===== config.mk =====
export PLATFORM = sky130hd
export DESIGN_NAME = resp_capture_reader_flat
export DESIGN_NICKNAME = d
export VERILOG_FILES = /design/src/rtl/resp_capture_reader_if.sv /design/src/rtl/resp_capture_reader.sv /design/src/flat_wrapper.sv
export SDC_FILE = /design/constraint.sdc
export NUM_CORES = 1
export LEC_CHECK = 0
export CORE_UTILIZATION = 45
export DETAILED_ROUTE_END_ITERATION = 8
export SYNTH_ARGS = -nofsm -noshare
export SYNTH_HDL_FRONTEND = slang
export SYNTH_SLANG_ARGS = --single-unit
export TNS_END_PERCENT = 10

===== constraint.sdc =====
create_clock -name CK -period 7 [get_ports CK]
set_input_delay 1.05 -clock CK [delete_from_list [all_inputs] [get_ports CK]]
set_output_delay 1.05 -clock CK [all_outputs]
set_load 0.01 [all_outputs]

===== src/rtl/resp_capture_reader_if.sv =====
// Output stream of the response capture reader.
// The capture block drives valid and data; the reader drives ready.
interface resp_capture_reader_if #(
   parameter int WORD = 8
) ();
   logic            out_valid;
   logic            out_ready;
   logic [WORD-1:0] out_data;

   modport master (
      output out_valid,
      output out_data,
      input  out_ready
   );

   modport slave (
      input  out_valid,
      input  out_data,
      output out_ready
   );
endinterface


===== src/rtl/resp_capture_reader.sv =====
// Response capture: samples dut_out, packs it LSB-first into words, and buffers them in a FIFO.
// Defining RESP_CAPTURE_SIG_EN adds a CRC-16-CCITT signature over the samples.
module resp_capture_reader #(
   parameter int WORD    = 8,
   parameter int DEPTH   = 16,
   parameter int CAP_LEN = 16
) (
   input  logic                   CK,
   input  logic                   reset,
   input  logic                   start,
   input  logic                   sample_en,
   input  logic                   dut_out,
   resp_capture_reader_if.master  io,
   output logic [$clog2(DEPTH):0] level,
   output logic                   busy,
   output logic                   done,
   output logic                   overflow
`ifdef RESP_CAPTURE_SIG_EN
   ,
   output logic [15:0]            sig
`endif
);
   localparam int BW = (WORD > 1) ? $clog2(WORD) : 1;
   localparam int PW = $clog2(DEPTH);
   localparam int LW = PW + 1;
   localparam int CW = $clog2(CAP_LEN + 1);

   typedef enum logic [1:0] {IDLE, CAPTURE, FLUSH, DONE} state_t;

   state_t          state;
   logic [BW-1:0]   bit_cnt;
   logic [CW-1:0]   sample_cnt;
   logic [WORD-1:0] pack;
   logic [WORD-1:0] data_q;
   logic [PW-1:0]   rd_ptr;
   logic [PW-1:0]   wr_ptr;
   logic [WORD-1:0] mem [DEPTH];

   logic            take;
   logic            last_bit;
   logic            last_smp;
   logic [WORD-1:0] fill;
   logic            push;
   logic            do_push;
   logic            pop;
   logic [WORD-1:0] push_word;
   logic [LW-1:0]   lvl_next;
   logic [PW-1:0]   rd_next;

   always_comb begin
      take          = (state == CAPTURE) && sample_en;
      last_bit      = bit_cnt == BW'(WORD - 1);
      last_smp      = sample_cnt == CW'(CAP_LEN - 1);
      fill          = pack;
      fill[bit_cnt] = dut_out;
      push          = (take && last_bit) || (state == FLUSH);
      push_word     = (state == FLUSH) ? pack : fill;
      pop           = (level != '0) && io.out_ready;
      // A full FIFO still accepts a push when the head leaves in the same cycle
      do_push       = push && ((level != LW'(DEPTH)) || pop);
      lvl_next      = level + LW'(do_push) - LW'(pop);
      rd_next       = pop ? rd_ptr + 1'b1 : rd_ptr;
   end

   assign io.out_valid = level != '0;
   assign io.out_data  = data_q;
   assign busy         = (state == CAPTURE) || (state == FLUSH);
   assign done         = state == DONE;

`ifdef RESP_CAPTURE_SIG_EN
   logic        fb;
   logic [15:0] crc_next;

   always_comb begin
      fb       = sig[15] ^ dut_out;
      crc_next = {sig[14:0], 1'b0} ^ (fb ? 16'h1021 : 16'h0000);
   end
`endif

   always_ff @(posedge CK) begin
      if (do_push) mem[wr_ptr] <= push_word;
   end

   always_ff @(posedge CK or negedge reset) begin
      if (!reset) begin
         state      <= IDLE;
         bit_cnt    <= '0;
         sample_cnt <= '0;
         pack       <= '0;
         data_q     <= '0;
         rd_ptr     <= '0;
         wr_ptr     <= '0;
         level      <= '0;
         overflow   <= 1'b0;
`ifdef RESP_CAPTURE_SIG_EN
         sig        <= 16'hFFFF;
`endif
      end else begin
         level <= lvl_next;
         if (pop) rd_ptr <= rd_ptr + 1'b1;
         if (do_push) wr_ptr <= wr_ptr + 1'b1;
         // Head register holds its last word while the FIFO is empty
         if (lvl_next != '0)
            data_q <= (do_push && lvl_next == LW'(1)) ? push_word : mem[rd_next];
         if (push && !do_push) overflow <= 1'b1;
         unique case (state)
            IDLE, DONE: begin
               if (start) begin
                  state      <= CAPTURE;
                  bit_cnt    <= '0;
                  sample_cnt <= '0;
                  pack       <= '0;
                  overflow   <= 1'b0;
`ifdef RESP_CAPTURE_SIG_EN
                  sig        <= 16'hFFFF;
`endif
               end
            end
            CAPTURE: begin
               if (sample_en) begin
                  sample_cnt <= sample_cnt + 1'b1;
                  bit_cnt    <= last_bit ? '0 : bit_cnt + 1'b1;
                  pack       <= last_bit ? '0 : fill;
`ifdef RESP_CAPTURE_SIG_EN
                  sig        <= crc_next;
`endif
                  if (last_smp) state <= last_bit ? DONE : FLUSH;
               end
            end
            FLUSH: begin
               state <= DONE;
               pack  <= '0;
            end
         endcase
      end
   end
endmodule


===== src/flat_wrapper.sv =====
// flat-port wrapper written by rule: the top's interface ports become plain ports
module resp_capture_reader_flat 
#(
   parameter int WORD    = 8,
   parameter int DEPTH   = 16,
   parameter int CAP_LEN = 16
)
  (CK, reset, start, sample_en, dut_out, level, busy, done, overflow, io_out_valid, io_out_data, io_out_ready);
  resp_capture_reader_if #(.WORD(WORD)) io_i ();
  input  logic CK;
  input  logic reset;
  input  logic start;
  input  logic sample_en;
  input  logic dut_out;
  output logic [$clog2(DEPTH):0] level;
  output logic busy;
  output logic done;
  output logic overflow;
  output wire logic [$bits(io_i.out_valid)-1:0] io_out_valid;
  output wire logic [$bits(io_i.out_data)-1:0] io_out_data;
  input wire logic [$bits(io_i.out_ready)-1:0] io_out_ready;
  assign io_out_valid = io_i.out_valid;
  assign io_out_data = io_i.out_data;
  assign io_i.out_ready = io_out_ready;
  resp_capture_reader #(.WORD(WORD), .DEPTH(DEPTH), .CAP_LEN(CAP_LEN)) u_core (.CK(CK), .reset(reset), .start(start), .sample_en(sample_en), .dut_out(dut_out), .io(io_i), .level(level), .busy(busy), .done(done), .overflow(overflow));
endmodule

After elaboration in Yosys (flattened, before gate mapping)
Memories as Yosys holds them, arrays and structs flattened.
Cells that the tools add are included.
- add/subtract/negate cells: 6
- magnitude comparators: 2
- eq/ne operators: 10
- reductions and logical operators: 19
- muxes and demuxes: 27
- operator list (operator ; number):
    two-way mux 8 bit ; 5
    case mux 8 bit (3 select lines) ; 1
    two-way mux 5 bit ; 2
    case mux 5 bit (2 select lines) ; 1
    nonzero test 5 bit ; 2
    two-way mux 3 bit ; 3
    adder 4 x 1 -> 4 bit (second input constant) ; 2
    bitwise mux 8 bit ; 1
    logical AND 1 bit ; 7
    two-way mux 1 bit ; 7
    two-way mux 2 bit ; 3
    case mux 2 bit (3 select lines) ; 1
    case mux 3 bit (2 select lines) ; 1
    AND reduction 3 bit ; 2
    adder 5 x 1 -> 5 bit ; 1
    adder 5 x 1 -> 5 bit (second input constant) ; 1
    equality test 5 x 1 -> 1 bit (second input constant) ; 1
    equality test 5 x 4 -> 1 bit (second input constant) ; 1
    inequality test 5 bit (second input constant) ; 1
    subtractor 5 x 1 -> 5 bit ; 1
    equality test 2 bit (second input constant) ; 2
    < comparator 3 x 4 -> 1 bit (second input constant) ; 1
    two-way mux 4 bit ; 1
    inequality test 2 bit (second input constant) ; 2
    other kinds (12) ; 14
- input port bits: 6
- output and inout port bits: 17
- memory bits (writable): 128
- register bits: 40
- word-level logic and storage cells: 74
- memories kept: 1
- memory list (memory ; depth ; width ; rd ports ; clocked after Yosys merged registers in ; write ports ; line ; source):
    u_core.mem ; 16 ; 8 ; 1 ; 0 ; 1 ; resp_capture_reader.sv:37 ; logic [WORD-1:0] mem [DEPTH];

Depth between registers and ports, before layout
Gate-level depths: netlist of run 1.
- depth in word-level cells: 10
- mapped depth: 17
- depth with buffers taken out: 16

Least setup slack after synthesis of run 1
No wires, ideal clock.
- path kind: input to register
- start: input port io_out_ready
- end: register u_core.data_q[0], in the netlist u_core.io.out_data[0]
- setup slack: 2.777 ns
- stages on the path: 13
- path buffers: 3
- required time: 6.889 ns
- library setup time: 0.111 ns
- arrival: 4.112 ns
- path through: buf_2 > nor4b_1 > a21boi_0 > clkbuf_1 > clkbuf_1 > ha_1 > fa_1 > a21oi_1 > o21bai_1 > xnor2_1 > nor4_2 > a21oi_1 > a222oi_1
- cells in the longest elaborated chain, start to end: 8
- elaborated cells on any way between the ends: 11
- classes of those cells: add/sub: 2; eq/ne: 1; mux: 2; reduce/logical: 5; memory: 1
- RTL lines (what ; line ; source):
    start: declaration ; flat_wrapper.sv:21 ; input wire logic [$bits(io_i.out_ready)-1:0] io_out_ready;
    logical AND 1 bit (*) ; resp_capture_reader.sv:58 ; pop = (level != '0) && io.out_ready;
    logical OR 1 bit (*) ; resp_capture_reader.sv:60 ; do_push = push && ((level != LW'(DEPTH)) || pop);
    logical AND 1 bit (*) ; resp_capture_reader.sv:60 ;
    via u_core.do_push ; resp_capture_reader.sv:44 ; logic do_push;
    adder 5 x 1 -> 5 bit (*) ; resp_capture_reader.sv:61 ; lvl_next = level + LW'(do_push) - LW'(pop);
    subtractor 5 x 1 -> 5 bit (*) ; resp_capture_reader.sv:61 ;
    via u_core.lvl_next[4] ; resp_capture_reader.sv:47 ; logic [LW-1:0] lvl_next;
    equality test 5 x 1 -> 1 bit ; resp_capture_reader.sv:104 ; data_q <= (do_push && lvl_next == LW'(1)) ? push_word : mem[rd_next];
    logical AND 1 bit ; resp_capture_reader.sv:104 ;
    two-way mux 8 bit ; resp_capture_reader.sv:104 ;
    end signal: assignment ; resp_capture_reader.sv:104 ;
    end: declaration ; resp_capture_reader.sv:34 ; logic [WORD-1:0] data_q;
Mark *: on every way through the listed nets, which the timed path passes. The rest lies on a longest branch.
A chain may end at the register's enable or synchronous reset.

Worst setup path in the final report of run 1
- start: register u_core.level[2]
- end: register u_core.data_q[1], in the netlist u_core.io.out_data[1]
- cells in the longest elaborated chain, start to end: 9
- elaborated cells on any way between the ends: 13
- classes of those cells: add/sub: 2; eq/ne: 2; mux: 2; reduce/logical: 6; memory: 1
- RTL lines (what ; line ; source):
    start: declaration ; resp_capture_reader.sv:14 ; output logic [$clog2(DEPTH):0] level,
    start signal: assignment ; resp_capture_reader.sv:99 ; level <= lvl_next;
    nonzero test 5 bit ; resp_capture_reader.sv:58 ;
    logical AND 1 bit ; resp_capture_reader.sv:58 ;
    logical OR 1 bit ; resp_capture_reader.sv:60 ;
    logical AND 1 bit ; resp_capture_reader.sv:60 ;
    adder 5 x 1 -> 5 bit ; resp_capture_reader.sv:61 ;
    subtractor 5 x 1 -> 5 bit (*) ; resp_capture_reader.sv:61 ;
    via u_core.lvl_next[4] ; resp_capture_reader.sv:47 ;
    equality test 5 x 1 -> 1 bit ; resp_capture_reader.sv:104 ;
    logical AND 1 bit ; resp_capture_reader.sv:104 ;
    two-way mux 8 bit ; resp_capture_reader.sv:104 ;
Marked as above.

==> results of run 1 <==
[synthesized netlist by cell type, drive strengths merged, types with 6 or more instances]
cell type and n:
edfxtp 128, mux2i 71, dfrtp 40, o21ai 33, nand3 26, clkbuf 25, inv 24, nand2 23
mux4 22, nor2 19, ha 18, mux2 16, a21oi 15, a22oi 15, buf 15, o22a 14
and2 9, nor3 9, o22ai 9, a221oi 7, a222oi 7, nand2b 7, o311ai 7, o32a 7
and3 6, xnor2 6
[state kept, by name, indices dropped and copies added, names as in the netlist]
register            count
u_core.bit_cnt          3
u_core.io.out_data      8
u_core.wr_ptr           4
u_core.pack             8
u_core.state            2
u_core.level            5
u_core.sample_cnt       5
u_core.rd_ptr           4
u_core.overflow         1
u_core.mem            128
[metal layers]
| metal | vias up | track usage [%] | routed length (um) |
|---|---|---|---|
| met4 | 0 | 7.78 | 221 |
| met5 | - | 0 | 0 |
| met1 | 2736 | 28.4 | 8890 |
| met3 | 17 | 4.09 | 798 |
| met2 | 124 | 33.4 | 9380 |
| li1 | 2504 | - | - |
[stage by stage]
step	setup WS (ps)	hold WS, ps	power (W)
final	2220	487	0.00421
after global routing	1950	536	0.00445
after CTS	2290	494	0.00423
after detailed placement	1980	477	0.00331
after global placement	2210	467	0.00325
after floorplan	2780	444	0.00275
[worst min-delay path: stages, from the launching register on]
cell and delay [ps]:
dfrtp_1 350, nand2_1 50, o21ai_0 60
[power groups by stage]
stage	clock [W]	sequential [W]	combinational [W]
global route	0.000980	0.00149	0.00198
floorplan	0	0.00137	0.00138
finish	0.000927	0.00146	0.00182
detailed placement	0	0.00148	0.00182
CTS	0.000942	0.00146	0.00183
global placement	0	0.00147	0.00178
[cell families (layout without fill, tap and decap cells)]
kind of cell,Yosys count,count (layout),share of synthesized area (%)
flops,168,168,57.0
compound gates,133,133,11.2
simple gates,127,127,8.29
mux,109,109,16.3
buf+inv,64,84,3.12
fa+ha+maj,19,19,2.89
xor+xnor,11,11,1.13
[worst min-delay path by stage]
| stage | cells after the start | slack [ps] | to | startpoint |
|---|---|---|---|---|
| 6_report | 2 | 490 | u_core.sample_cnt[4] | u_core.sample_cnt[4] |
| 5_1_grt | 1 | 540 | u_core.pack[0] | u_core.pack[0] |
| 4_1_cts | 2 | 490 | u_core.sample_cnt[4] | u_core.sample_cnt[4] |
| 3_5_place_dp | 2 | 480 | u_core.sample_cnt[4] | u_core.sample_cnt[4] |
| 3_3_place_gp | 2 | 470 | u_core.sample_cnt[4] | u_core.sample_cnt[4] |
| 2_1_floorplan | 2 | 440 | u_core.pack[4] | u_core.pack[4] |
[layout make-up]
class / instances / area, um^2
clock buffers: 17 / 425
clock inverters: 15 / 161
fillers: 1490 / 8750
inverters: 24 / 90.1
multi-input cells: 399 / 3390
flip-flops and latches: 168 / 4850
well taps: 229 / 287
repair buffers: 28 / 260
[placed cells by master, fill, tap and decap left out, types with 3 or more instances in the layout]
cell and count:
ha_1 18, and4_1 5, buf_4 6, o32a_1 7, or2_2 3, nor2b_1 4, mux2i_1 71, edfxtp_1 128
o311ai_1 6, nand2b_1 7, mux4_2 22, o21ai_0 32, nor2_1 19, clkinv_4 5, nor4_1 3, a222oi_1 7
xor2_1 5, mux2_2 16, a21oi_1 15, inv_1 22, and3_1 6, nor3_1 8, clkbuf_16 17, nand4_1 4
inv_6 4, o22a_1 14, a32o_1 4, inv_8 4, a221oi_1 7, a22oi_1 15, and2_1 8, clkdlybuf4s50_1 21
dfrtp_1 39, nand2_1 22, xnor2_1 6, nand3_1 26, o22ai_1 9, a22o_1 3
==> impl_metrics.ini, run 1 <==
[floorplan]
io_pins = 23
rows = 49
initial_utilization_pct = 46.7
die-height_um = 139
fp.coreArea_um2 = 18200
die_w_um = 139
die_area_um2 = 19400

[detailed_routing]
vias_per_cell = 6.11
dr.pass1.iters = 6
drtIter0Drc = 401
wl_per_cell_um = 21.9
vias = 5381
drc = 0
ant_nets = 0
drt-total-wl_mm = 19.3

[worst_setup_path]
rr_worst_depth = 16
crit_chain = inv_1 > ha_1 > nor4b_4 > inv_2 > nand2_4 > inv_2 > ha_1 > inv_1 > ha_1 > fa_1 > a21oi_1 > o21bai_1 > xnor2_1 > nor4_2 > a21oi_1 > a222oi_1
cp.depth = 16
rrSetupSlack_ps = 2220
cp-start-kind = flop
crit_top_cell = ha_1
crit_slowest_cell = nor4_2
cp.arrival_ps = 5090
crit_fanout = 15
cp-startpoint = u_core.level[2]
critPathBufInv = 4
crit_path_end = u_core.io.out_data[1]
slowest_delay_ps = 690
critPathKind = flop to flop
required_ps = 7300
cp_top_family = simple AND/OR/NAND/NOR gates
rr_startpoint = u_core.level[2]
timing.rr.end = u_core.io.out_data[1]
end_kind = flop

[finish]
syn2layout_area_growth_pct = 11.4
antenna_cells = 0
instances_no_fill = 880
final_area_um2 = 9460
final_util_pct = 52.0
final_nets = 663
drive_gt1_share_pct = 13.8

[timing]
rsz0062_at_grt = no
finalHoldViolations = 0
worstMarginPinSlew_ps = 1030
fmax_ghz = 0.209
skew_ps = 8.67
setup-violations-final = 0
timing.setup.tns_ps = 0
slew_headroom_pct = 31.4
fin_crit_ps = 4780
maxSlewViolCount = 0
timing.final.crit_share_pct = 68.3

[yosys]
syn_area_per_cell_um2 = 13.5
syn_area_um2 = 8500
ys_async_sr_fraction_pct = 23.8
ys_seq_elements = 168
syn_inst = 631
synth_edf_count = 128
synth-seq-area-share_pct = 57.0
post_synth_main_area_contributors = edfxtp_1 (45%), dfrtp_1 (12%), mux2i_1 (8.4%)
synth_area_leader_cell = edfxtp_1
syn_nets = 656
ys_warn_count = 0
synth_cell_type_count = 59
synth_top_area_share_pct = 45.2
synth_flop_cell = edfxtp_1

[power]
powerDensity_nw_per_um2 = 445
ir_drop_mv = 0.214
power.clock.fraction_pct = 22.0
swShare_pct = 39.2
p_switching_w = 0.00165
seqPwrFrac_pct = 34.7
p_leak_nw = 3.53
combPwrFrac_pct = 43.2
intPower_w = 0.00256

[global_route]
grt_usage_pct = 20.9
grt.overflow.total = 0
grt_pass1_wl_mm = 30.1
grt_pass1_vias = 5324
grt_max_degree = 57
antenna_found_initial = 0

[min_path]
hold_class = flop to flop

[job]
drv_cap = 0

[status]
status = finished, final reports clean

[placement]
gp_congestion = 0.805
place_area_um2 = 8880
dpl.hpwl_mm = 12.9
numPlacedInstances = 848
portBuffers = 22

[clock_tree]
cts_max_level = 4
cts.path.max_buffers = 2
cts_tree = built
cts_hold_buffers = 0
cts_resized = 0
post_cts_buffers = 0
cts_buffers = 17
cts.sinks = 168
clk_pin_slew_ps = 70
root_buffer = clkbuf_16
clock_latency_ps = 430
No activity file was read; power rests on OpenSTA's default activity.
==> run 2: changes to the inputs <==
==> constraint.sdc (replaced) <==
create_clock -name CK -period 4.8 [get_ports CK]
set_input_delay 0.72 -clock CK [delete_from_list [all_inputs] [get_ports CK]]
set_output_delay 0.72 -clock CK [all_outputs]
set_load 0.01 [all_outputs]
==> run 2 against run 1 <==
  * Routed wire length down 0.98%
  * Critical path type unchanged
  * Largest power group unchanged
  * Sequential share of layout area about the same
  * Count of clock-buffer cells in the layout up 2
==> impl_metrics.ini, run 2 (synthesis results as in run 1) <==
[placement]
portBuffers = 22
place_area_um2 = 8890
dpl.hpwl_mm = 12.6
gp_congestion = 0.833
numPlacedInstances = 850

[timing]
rsz0062_at_grt = no
maxSlewViolCount = 0
worstMarginPinSlew_ps = 986
skew_ps = 8.39
setup-violations-final = 0
fmax_ghz = 0.234
fin_crit_ps = 4280
slew_headroom_pct = 34.3
timing.final.crit_share_pct = 89.2
timing.setup.tns_ps = 0
finalHoldViolations = 0

[worst_setup_path]
cp-start-kind = flop
required_ps = 5050
critPathBufInv = 5
rr_worst_depth = 17
cp.arrival_ps = 4540
crit_fanout = 15
cp_top_family = adder cells
crit_slowest_cell = nor4b_4
cp.depth = 17
slowest_delay_ps = 510
critPathKind = flop to flop
crit_top_cell = ha_1
end_kind = flop
crit_chain = inv_1 > ha_1 > nor4b_4 > inv_2 > nand2_4 > inv_2 > ha_1 > inv_1 > ha_1 > fa_1 > a21oi_1 > o21bai_1 > xnor2_1 > nor4_2 > buf_4 > a21oi_1 > a222oi_1

[power]
ir_drop_mv = 0.286
swShare_pct = 38.3
p_switching_w = 0.00235
intPower_w = 0.00378
combPwrFrac_pct = 43.8
p_leak_nw = 3.53
powerDensity_nw_per_um2 = 647
seqPwrFrac_pct = 34.3
power.clock.fraction_pct = 21.9

[clock_tree]
root_buffer = clkbuf_16
cts_buffers = 17
cts_resized = 0
cts_tree = built
clk_pin_slew_ps = 70
cts_max_level = 4
cts.sinks = 168
cts_hold_buffers = 0
clock_latency_ps = 420
cts.path.max_buffers = 2
post_cts_buffers = 0

[detailed_routing]
ant_nets = 0
vias = 5425
vias_per_cell = 6.15
drc = 0
dr.pass1.iters = 5
drt-total-wl_mm = 19.1
wl_per_cell_um = 21.7
drtIter0Drc = 455

[global_route]
grt_max_degree = 70
grt.overflow.total = 0
grt_pass1_vias = 5204
grt_pass1_wl_mm = 29.4
grt_usage_pct = 20.2
antenna_found_initial = 0

[floorplan]
die_area_um2 = 19400
initial_utilization_pct = 46.7
rows = 49
io_pins = 23
fp.coreArea_um2 = 18200
die_w_um = 139
die-height_um = 139

[finish]
syn2layout_area_growth_pct = 11.5
final_util_pct = 52.0
final_cell_mix = edfxtp_1 (128), mux2i_1 (71), dfrtp_1 (39)
largest-register = u_core.mem
drive_gt1_share_pct = 13.6
fillers = 1513
final_nets = 665
antenna_cells = 0
multi_input_area_um2 = 3390
final_area_um2 = 9470
largest_register_ffs = 128
instances_no_fill = 882
layout_commonest_cell = edfxtp_1
regArea_um2 = 4850

[min_path]
hold_class = input port to async pin

[job]
drv_cap = 0

[status]
status = finished, final reports clean
==> run 2: cell types whose count changed in the layout (fill, tap and decap cells not counted) <==
cell        before  now
inv_8            4    2
clkbuf_1         0    2
clkinvlp_4       1    2
clkinv_2         0    2
bufinv_16        1    2
clkinv_1         0    1
clkinv_4         5    3
buf_4            6    8
inv_6            4    1
==> run 2: layer usage <==
| metal | vias to the layer above | routed length (um) | track usage, % |
|---|---|---|---|
| met4 | 0 | 320 | 6.32 |
| met3 | 18 | 891 | 4.27 |
| met1 | 2732 | 8890 | 27.7 |
| met5 | - | 0 | 0 |
| met2 | 164 | 9010 | 32.4 |
| li1 | 2511 | - | - |
==> run 2: per-stage QoR <==
step,total power (W),setup WS [ps],hold WS (ps)
finish,0.00613,518,446
global route,0.00648,190,501
CTS,0.00616,545,476
detailed placement,0.00481,545,470
global placement,0.00475,704,468
floorplan,0.00401,907,424
==> run 2: final timing paths <==
path	start	endpoint	slack, ps
worst max-delay path	u_core.level[2]	u_core.io.out_data[6]	520
worst min-delay path	reset	u_core.sample_cnt[3]	450
worst max register to register	u_core.level[2]	u_core.io.out_data[6]	520
worst min register to register	u_core.pack[4]	u_core.pack[4]	500
max in group asynchronous	reset	u_core.rd_ptr[0]	3650
min in group CK	u_core.pack[4]	u_core.pack[4]	500
==> run 2: final cells by class <==
| cell class | instances | area share, % |
|---|---|---|
| Sequential cell | 168 | 51.2 |
| Multi-Input combinational cell | 399 | 35.8 |
| Clock buffer | 19 | 4.57 |
| Tap cell | 229 | 3.03 |
| Timing Repair Buffer | 30 | 2.91 |
| Clock inverter | 13 | 1.55 |
| Inverter | 24 | 0.951 |
==> run 2: worst register-to-register path, stage by stage, from the launching register on <==
cell      delay, ps
dfrtp_1         400
inv_1           100
ha_1            200
nor4b_4         510
inv_2           180
nand2_4         260
inv_2           170
ha_1            310
inv_1            40
ha_1            200
fa_1            400
a21oi_1         170
o21bai_1         90
xnor2_1         230
nor4_2           70
buf_4           180
a21oi_1         450
a222oi_1        170
==> run 2: power by group through the flow <==
stage / Clock, W / Sequential (W) / Combinational [W]
final: 0.00134 / 0.00210 / 0.00268
after global routing: 0.00142 / 0.00214 / 0.00292
after CTS: 0.00136 / 0.00210 / 0.00269
after detailed placement: 0 / 0.00213 / 0.00268
after global placement: 0 / 0.00212 / 0.00263
after floorplan: 0 / 0.00200 / 0.00201
==> run 3: changes to the inputs <==
--- a/config.mk
+++ b/config.mk
@@ -10,4 +10,4 @@
 export SYNTH_ARGS = -nofsm -noshare
 export SYNTH_HDL_FRONTEND = slang
 export SYNTH_SLANG_ARGS = --single-unit
-export TNS_END_PERCENT = 10
+export TNS_END_PERCENT = 5
==> results of run 3 <==
Final layout, timing and power as in run 2 (identical DEF).
